$ cat config.mk
export PLATFORM = sky130hd
export DESIGN_NAME = ysyx_24100006_ifu
export DESIGN_NICKNAME = d
export VERILOG_FILES = /design/src/rtl/ysyx_24100006_pkg.sv /design/src/rtl/ysyx_24100006_ifu.sv
export SDC_FILE = /design/constraint.sdc
export NUM_CORES = 1
export LEC_CHECK = 0
export ABC_AREA = 1
export ABC_CLOCK_PERIOD_IN_PS = 2700
export CAP_MARGIN = 20
export CORE_ASPECT_RATIO = 1.2
export CORE_MARGIN = 10
export CORE_UTILIZATION = 46
export CTS_CLUSTER_DIAMETER = 80
export CTS_CLUSTER_SIZE = 16
export DETAILED_ROUTE_END_ITERATION = 16
export GPL_ROUTABILITY_DRIVEN = 0
export PLACE_DENSITY = 0.86
export SYNTH_ARGS = -nofsm -noshare
export SYNTH_HDL_FRONTEND = slang
export SYNTH_SLANG_ARGS = --single-unit
$ cat constraint.sdc
create_clock -name clk -period 2.7 [get_ports clk]
set_input_delay 0.27 -clock clk [delete_from_list [all_inputs] [get_ports clk]]
set_output_delay 0.27 -clock clk [all_outputs]
set_load 0.01 [all_outputs]
$ cat src/rtl/ysyx_24100006_pkg.sv
// Shared definitions for the ysyx_24100006 core.
// IFU state encoding, reset PC and AXI-Lite widths.
package ysyx_24100006_pkg;

    localparam int ADDR_W = 32;
    localparam int DATA_W = 32;

    localparam logic [ADDR_W-1:0] RESET_PC_DEF = 32'h8000_0000;

    typedef enum logic [2:0] {
        S_IDLE     = 3'd0,
        S_ADDR     = 3'd1,
        S_DATA     = 3'd2,
        S_HOLD     = 3'd3,
        S_WAIT_NPC = 3'd4
    } ifu_state_e;

endpackage

$ cat src/rtl/ysyx_24100006_ifu.sv
// Instruction-fetch unit: one AXI-Lite read per instruction,
// handed to IDU over valid/ready, next PC supplied by WBU.
module ysyx_24100006_ifu
    import ysyx_24100006_pkg::*;
#(
    parameter logic [ADDR_W-1:0] RESET_PC = RESET_PC_DEF
) (
    input  logic              clk,
    input  logic              reset,
    output logic [ADDR_W-1:0] axi_araddr,
    output logic              axi_arvalid,
    input  logic              axi_arready,
    input  logic [DATA_W-1:0] axi_rdata,
    input  logic              axi_rvalid,
    output logic              axi_rready,
    output logic              axi_awvalid,
    output logic              axi_wvalid,
    output logic              axi_bready,
    output logic [DATA_W-1:0] axi_wdata,
    input  logic [ADDR_W-1:0] npc,
    input  logic              npc_valid,
    output logic [DATA_W-1:0] if_inst,
    output logic [ADDR_W-1:0] if_pc,
    output logic              if_valid,
    input  logic              id_ready
);

    ifu_state_e        state, state_n;
    logic [ADDR_W-1:0] pc, pc_n;
    logic [DATA_W-1:0] inst_reg, inst_n;
    logic              npc_pend, pend_n;
    logic [ADDR_W-1:0] npc_buf, buf_n;
    logic              npc_early;

    always_ff @(posedge clk or negedge reset) begin
        if (!reset) begin
            state    <= S_IDLE;
            pc       <= RESET_PC;
            inst_reg <= '0;
            npc_pend <= 1'b0;
            npc_buf  <= '0;
        end else begin
            state    <= state_n;
            pc       <= pc_n;
            inst_reg <= inst_n;
            npc_pend <= pend_n;
            npc_buf  <= buf_n;
        end
    end

    // A next PC arriving before WAIT_NPC is parked; ADDR drops it.
    assign npc_early = npc_valid &&
                       (state == S_IDLE ||
                        state == S_DATA ||
                        state == S_HOLD);

    always_comb begin
        state_n = state;
        pc_n    = pc;
        inst_n  = inst_reg;
        pend_n  = npc_pend;
        buf_n   = npc_buf;
        unique case (state)
            S_IDLE: state_n = S_ADDR;
            S_ADDR: begin
                if (axi_arvalid && axi_arready)
                    state_n = S_DATA;
            end
            S_DATA: begin
                if (axi_rvalid && axi_rready) begin
                    inst_n  = axi_rdata;
                    state_n = S_HOLD;
                end
            end
            S_HOLD: begin
                if (id_ready)
                    state_n = S_WAIT_NPC;
            end
            S_WAIT_NPC: begin
                if (npc_valid) begin
                    pc_n    = npc;
                    pend_n  = 1'b0;
                    state_n = S_ADDR;
                end else if (npc_pend) begin
                    pc_n    = npc_buf;
                    pend_n  = 1'b0;
                    state_n = S_ADDR;
                end
            end
            default: state_n = S_IDLE;
        endcase
        if (npc_early) begin
            pend_n = 1'b1;
            buf_n  = npc;
        end
    end

    assign axi_arvalid = (state == S_ADDR);
    assign axi_rready  = (state == S_DATA);
    assign if_valid    = (state == S_HOLD);
    assign axi_araddr  = pc;
    assign if_pc       = pc;
    assign if_inst     = inst_reg;

    assign axi_awvalid = 1'b0;
    assign axi_wvalid  = 1'b0;
    assign axi_bready  = 1'b0;
    assign axi_wdata   = '0;

endmodule

# [Word-level counts from Yosys, hierarchy flattened]
# Cells that the tools add are included.
[totals] out_inout_bits=134 reg_bits=100 wordCells=34 inputBits=70
[classes] muxes=10 reduce_logical=11 eq_ne=8
[ops] operator="32-bit 2-to-1 mux" n=2
[ops] operator="3-bit 2-to-1 mux" n=5
[ops] operator="3-bit one-hot mux with 5 select lines" n=1
[ops] operator="3-bit by 2-bit equality test with 1-bit output, second input constant" n=2
[ops] operator="2-bit by 1-bit != test with 1-bit output, second input constant" n=3
[ops] operator="2-bit AND reduction" n=2
[ops] operator="4-bit AND reduction" n=1
[ops] operator="2-bit nonzero test" n=2
[ops] operator="3-bit by 1-bit equality test with 1-bit output, second input constant" n=1
[ops] operator="3-bit equality test, second input constant" n=1
[ops] operator="1-bit logical AND" n=3
[ops] operator="3-bit logical NOT" n=1
[ops] operator="3-bit != test, second input constant" n=1
[ops] operator="1-bit logical OR" n=2
[ops] operator="1-bit 2-to-1 mux" n=2

# [Logic depth before layout (Yosys ltp)]
# Gate-level depths: netlist (run 1).
[logic_depth] word_depth=5 ltp_mapped=8 mapped_depth_nobuf=8

# [Worst setup path before layout (run 1)]
# No wires, ideal clock.
[synth_path] path_kind="flip-flop to flip-flop" startpoint="register state[1]" endpoint="register pc[10] (netlist: axi_araddr[10])" setup_time_ps=126 synth_period_minus_slack_ps=1229 required_time_ps=2574 setup_slack_ps=1471 path_stages_with_launch=6 n_path_buf=1 t_arrival_ps=1103 path_cell_list="dfrtp_1 nor2_1 nand2_1 a21oi_4 clkbuf_2 o21ai_0"
[synth_via] elab_chain_cells=2
[synth_rtl] item="from (decl)" line="ysyx_24100006_ifu.sv:28" source="ifu_state_e state, state_n;"
[synth_rtl] item="from (signal assigned)" line="ysyx_24100006_ifu.sv:43" source="state <= state_n;"
[synth_rtl] item="3-bit equality test" line="ysyx_24100006_ifu.sv:63" source="unique case (state)"
[synth_rtl] item="2-bit AND reduction (no line)"
[synth_rtl] item="to (signal assigned)" line="ysyx_24100006_ifu.sv:44" source="pc <= pc_n;"
[synth_rtl] item="to (decl)" line="ysyx_24100006_ifu.sv:29" source="logic [ADDR_W-1:0] pc, pc_n;"
# No other way between the ends.
# A chain may end at the register's enable or synchronous reset.

# [Worst setup path in the final report (run 1)]
[layout_path] startpoint="register state[1]" endpoint="output axi_arvalid"
[layout_via] elab_chain_cells=1
[layout_rtl] item="3-bit by 1-bit equality test with 1-bit output" line="ysyx_24100006_ifu.sv:98" source="assign axi_arvalid = (state == S_ADDR);"
[layout_rtl] item="to (decl)" line="ysyx_24100006_ifu.sv:11" source="output logic axi_arvalid,"
# No other way between the ends.

==> results of run 1 <==
[critical path: stages (launching register included)]
cell and delay [ns]:
sky130_fd_sc_hd__dfrtp_1 0.45, sky130_fd_sc_hd__nor2_1 0.19, sky130_fd_sc_hd__inv_1 0.10, sky130_fd_sc_hd__nor2_1 0.10, sky130_fd_sc_hd__clkdlybuf4s50_1 0.56
[state kept, by name, indices dropped and copies added, names as in the netlist]
name	cells
if_inst	32
npc_pend	1
axi_araddr	32
npc_buf	32
state	3
[Yosys cell counts]
library cell	number
sky130_fd_sc_hd__buf_2	12
sky130_fd_sc_hd__nand2_1	152
sky130_fd_sc_hd__conb_1	1
sky130_fd_sc_hd__dfstp_2	1
sky130_fd_sc_hd__buf_6	3
sky130_fd_sc_hd__buf_4	71
sky130_fd_sc_hd__a21oi_1	22
sky130_fd_sc_hd__nor2_1	28
sky130_fd_sc_hd__inv_1	73
sky130_fd_sc_hd__nand3_2	1
sky130_fd_sc_hd__dfrtp_1	99
sky130_fd_sc_hd__o21ai_0	70
sky130_fd_sc_hd__a21oi_4	1
sky130_fd_sc_hd__nand3_1	37
sky130_fd_sc_hd__o21ai_1	6
sky130_fd_sc_hd__clkbuf_2	2
sky130_fd_sc_hd__inv_2	1
sky130_fd_sc_hd__clkbuf_1	9
sky130_fd_sc_hd__nand3b_1	1
[kinds of logic (layout without fill, tap and decap cells)]
group | count (synthesis) | count (layout) | share of synthesized area
buffers and inverters | 171 | 265 | 0.196
and+or+nand+nor | 219 | 219 | 0.181
AOI/OAI and AO/OA | 99 | 99 | 0.105
other | 1 | 35 | 0.000775
DFF | 100 | 100 | 0.517
[layout make-up]
class | count | area share
sequential | 100 | 0.385
timing repair buffer | 175 | 0.268
multi-input combinational | 353 | 0.233
inverter | 74 | 0.0427
clock buffer | 12 | 0.0395
tap | 126 | 0.0243
clock inverter | 4 | 0.00732
[worst min-delay path by stage]
stage,startpoint,to,depth (start not counted)
global route,reset,axi_araddr[7],1
CTS,reset,axi_araddr[5],1
global placement,reset,npc_buf[5],1
floorplan,reset,axi_araddr[0],0
detailed placement,reset,axi_araddr[5],1
finish,reset,axi_araddr[5],1
[layer usage]
| layer | global-route usage | up-vias |
|---|---|---|
| met3 | 0.0587 | 22 |
| met2 | 0.285 | 146 |
| met4 | 0.0791 | 0 |
| met5 | 0 | - |
| li1 | - | 1964 |
| met1 | 0.170 | 1893 |
[where the power goes]
| part | switching [mW] | internal, mW | leakage [nW] |
|---|---|---|---|
| clock network | 0.525 | 0.766 | 0.149 |
| logic | 1.61 | 1.67 | 1.80 |
| registers | 0.422 | 2.22 | 1.21 |
[through the flow]
step	utilization	power, mW	setup WS [ns]	hold slack, ns
detailed placement	0.610	5.98	1.01	0.372
floorplan	-	4.45	1.47	-0.0256
global route	0.640	7.75	0.593	0.0289
CTS	0.640	7.30	0.680	0.00563
finish	0.640	7.21	0.698	-0.0231
global placement	0.610	5.82	1.08	0.359
==> results.tsv, run 1 <==
metric	value	unit
r2r_slack	0.95	ns
instances_no_fill	844	
grt_pass1_wl	20400	um
cts.sinks	100	
critical_path_start_type	flop	
most_used_cells_in_the_layout_excluding_fill_and_tap_cells	166 x sky130_fd_sc_hd__clkdlybuf4s50_1, 152 x sky130_fd_sc_hd__nand2_1, 99 x sky130_fd_sc_hd__dfrtp_1	
vdd_ir_drop_max	0.000570	V
powerDensity	1110	nW/um^2
drt-vias-per-instance	4.77	
grt_max_degree	66	
worstSetupPathType	reg -> out	
total_vias_in_the_final_route	4025	
floorplan.core_area	10200	um^2
rsz0062_at_grt	no	
worstReg2RegEnd	if_inst[18]	
detail-route-antenna-nets	0	
initialDrtViolationCount	168	
antenna-diode-count	0	
critical_path_arrival	1.73	ns
final-setup-viol-count	0	
synthDominantAreaCellType	sky130_fd_sc_hd__dfrtp_1	
fin_nets	783	
report.final.hold_viol_count	13	
maximum_fanout_encountered_on_the_critical_timing_path	7	
drt-wirelength-per-cell	14.9	um
ys_warn_count	0	
period_utilization_post_route	0.742	
cts_buffer_depth	2	
placementRows	40	
sum_of_negative_setup_slack	0	ns
syn_area_per_cell	8.20	um^2
clock_tree.htree_level_count	3	
design.die.area	15000	um^2
fin_crit	2.00	ns
layout.cells.most_common	sky130_fd_sc_hd__clkdlybuf4s50_1	
route.layer.met1.wl	4650	um
hold_path_class	in -> async	
synth.lib_cells_used.distinct	19	
failed_checks	hold timing	
tritoncts.num_buffers	9	
slew_headroom	0.523	
max_cap_viol_count	0	
multi_input_comb_area	1520	um^2
syn-instance-count	590	
grt_antenna_before_repair	0	
startpoint	state[1]	
clkLatencyLatePin	0.33	ns
die-width	114	um
synthTopCellsByArea	sky130_fd_sc_hd__dfrtp_1 51%, sky130_fd_sc_hd__nand2_1 12%, sky130_fd_sc_hd__buf_4 11%, sky130_fd_sc_hd__o21ai_0 7.2%, sky130_fd_sc_hd__inv_1 5.7%	
drt_wl_total	12600	um
grt-ovfl-total	0	
boundaryPins	204	
nFillCells	826	
clock_pin_slew_worst_setup_and_hold_paths	0.07	ns
detail_route.first_pass.iterations	5	
highest_layer	met4	
slew_viol_final	0	
place.port_buffers	168	
worst_hold_slack	-0.0231	ns
hpwl	9480	um
cts_resized	0	
starting_density_of_the_core	0.476	
layout_cells_sized_above_1	0.0390	
dp.cells	828	
post_cts.repair.setup_buffers	0	
worstReg2RegStart	state[2]	
overall_die_height	132	um
clock_root_buffer	sky130_fd_sc_hd__clkbuf_16	
synth_sequential_area_ratio	0.517	
area_delta_synth_final	34.2	%
dpl_cell_area	6190	um^2
finClkSkew	0.00440	ns
final-seq-area	2500	um^2
outcome	complete, but fails checks	
p_leak	3.16	nW
postSynthRegisterBits	100	
max_slew.worst_pin.slew	0.715	ns
worstSetupEndpoint	axi_arvalid	
grtUsageTotal	0.164	
synth_area	4840	um^2
hold_buffers	0	
tritoncts	yes	
data_required_critical_path	2.43	ns
met3_length	1110	um
finish.instance_area	6500	um^2
met2_length	6510	um
worstSetupEndpointType	output pin	
synthDominantCellAreaShare	0.512	
worst_reg_to_reg_path_cell_count	8	
drcViolationCount	0	
max_freq	499	MHz
via_count_of_the_first_global_routing_pass	4149	
(Power assumes the default switching activity.)
==> inputs of run 2 (changes only) <==
ABC_CLOCK_PERIOD_IN_PS = 2000   (was 2700)
CORE_UTILIZATION = 43   (was 46)
PLACE_DENSITY = 0.81   (was 0.86)
clock period = 2 ns   (was 2.7 ns; I/O delays follow)
==> run 2 against run 1 <==
Effect of this change:
- the flow now finishes without violations
- clock skew increased by 0.0024 ns
- wire length decreased by 3.7%
- die area increased by 5.8%
- design area grew 1.3%
- total power up 35%
- critical path depth unchanged
- critical endpoint is now if_valid
- largest cell class unchanged
==> results.tsv, run 2 (synthesis gave the netlist of run 1 again) <==
metric	value	unit	change
worstSetupPathType	reg -> out		
r2r_slack	0.37	ns	-0.58 ns
total_vias_in_the_final_route	3913		-2.8%
clkLatencyLatePin	0.33	ns	about the same
fin_nets	788		+0.64%
power.total	9.75	mW	+35%
hold_path_class	in -> async		
area_delta_synth_final	36.0	%	
met3_length	1020	um	-8.6%
drt-wirelength-per-cell	14.3	um	-4.6%
critical_path_arrival	1.64	ns	-0.09 ns
max_freq	545	MHz	
powerDensity	1480	nW/um^2	+34%
max_cap_viol_count	0		unchanged
cpMostUsedCell	sky130_fd_sc_hd__inv_1		
outcome	finished, final reports clean		
sum_of_negative_setup_slack	0	ns	unchanged
period_utilization_post_route	0.918		
grtUsageTotal	0.148		-0.0168
slew_headroom	0.638		+0.115
via_count_of_the_first_global_routing_pass	3904		-5.9%
met2_length	6350	um	-2.5%
path_cells	inv_1, nand3_1, inv_1, clkdlybuf4s50_1		
tritoncts	yes		
critical_path_start_type	flop		
post_cts.repair.setup_buffers	0		unchanged
slew_viol_final	0		unchanged
grt_antenna_before_repair	0		unchanged
detail_route.first_pass.iterations	5		unchanged
drcViolationCount	0		unchanged
grt-ovfl-total	0		unchanged
most_used_cells_in_the_layout_excluding_fill_and_tap_cells	166 x sky130_fd_sc_hd__clkdlybuf4s50_1, 152 x sky130_fd_sc_hd__nand2_1, 99 x sky130_fd_sc_hd__dfrtp_1		
grt_pass1_wl	18900	um	-7.2%
worst_path_largest_cell_delay	0.56	ns	about the same
grt_max_degree	66		unchanged
overall_die_height	136	um	+2.9%
fin_crit	1.84	ns	
final-setup-viol-count	0		unchanged
drt-vias-per-instance	4.59		-3.7%
clock_pin_slew_worst_setup_and_hold_paths	0.06	ns	about the same
place.port_buffers	168		unchanged
die-width	117	um	+2.8%
rsz0062_at_grt	no		
drt_wl_total	12200	um	-3.7%
starting_density_of_the_core	0.439		-0.0378
worst_reg_to_reg_path_cell_count	8		unchanged
tritoncts.num_buffers	9		unchanged
p_leak	3.20	nW	+1.4%
report.final.hold_viol_count	0		-13
floorplan.core_area	11000	um^2	+8.6%
worstSetupEndpointType	output pin		
cpMaxStageDelayCell	sky130_fd_sc_hd__clkdlybuf4s50_1		
cts.sinks	100		unchanged
antenna-diode-count	0		unchanged
clock_root_buffer	sky130_fd_sc_hd__clkbuf_16		
vdd_ir_drop_max	0.000799	V	+40%
route.layer.met1.wl	4560	um	-1.9%
design.die.area	15900	um^2	+5.8%
data_required_critical_path	1.80	ns	-0.63 ns
clock_tree.htree_level_count	3		unchanged
worstReg2RegEnd	if_inst[25]		
startpoint	state[2]		
initialDrtViolationCount	190		+13%
maximum_fanout_encountered_on_the_critical_timing_path	6		-1
boundaryPins	204		unchanged
detail-route-antenna-nets	0		unchanged
placementRows	42		+5.0%
hpwl	9470	um	about the same
finClkSkew	0.00676	ns	+0.00236 ns
highest_layer	met4		
layout_cells_sized_above_1	0.0389		-0.000108
worstReg2RegStart	state[0]		
layout.cells.most_common	sky130_fd_sc_hd__clkdlybuf4s50_1		
cts_buffer_depth	2		unchanged
max_slew.worst_pin.slew	0.543	ns	-0.172 ns
==> run 2: timing repair <==
action                                 in CTS  in global routing
endpoints found under the hold margin      39                  0
setup endpoints to repair                   0                  1
hold buffers                                1                  0
resized for setup                           0                  1
==> run 2: layout make-up <==
cell class                 instances  area [um^2]
clock buffer                      10          229
clock inverter                     3         65.1
fill                             930         4450
inverter                          74          278
multi-input combinational        353         1520
sequential                       100         2500
tap                              132          165
timing repair buffer             180         1820
==> run 2: power breakdown <==
group | switching (mW) | total, mW | internal [mW]
Clock | 0.683 | 1.76 | 1.07
Combinational | 2.15 | 4.45 | 2.30
Sequential | 0.547 | 3.54 | 2.99
==> run 2: through the flow <==
stage           util  instance area (um^2)  hold WS, ns  instances  worst slack (ns)
2_1_floorplan      -                  4970      -0.0956        624             0.771
3_3_place_gp   0.569                  6270        0.212        838             0.438
3_5_place_dp   0.569                  6270        0.216        838             0.379
4_1_cts        0.596                  6580        0.408        852            0.0941
5_1_grt        0.596                  6580        0.413        852            0.0579
6_report       0.596                  6580        0.394        852             0.164
==> run 2: worst max-delay path by stage <==
stage	to	depth (start not counted)
3_3_place_gp	if_inst[17]	8
2_1_floorplan	axi_araddr[10]	5
6_report	if_valid	4
4_1_cts	axi_arvalid	5
5_1_grt	axi_rready	4
3_5_place_dp	if_inst[29]	8
==> run 2: routing by layer <==
| layer | track usage | vias to the layer above |
|---|---|---|
| li1 | - | 1974 |
| met1 | 0.155 | 1789 |
| met2 | 0.260 | 128 |
| met3 | 0.0503 | 22 |
| met4 | 0.0653 | 0 |
| met5 | 0 | - |
==> run 2: critical path: cells and delay by family, from the launching register on <==
kind / cells / cell delay (ns)
flops: 1 / 0.43
buf+inv: 3 / 0.77
simple gates: 1 / 0.10
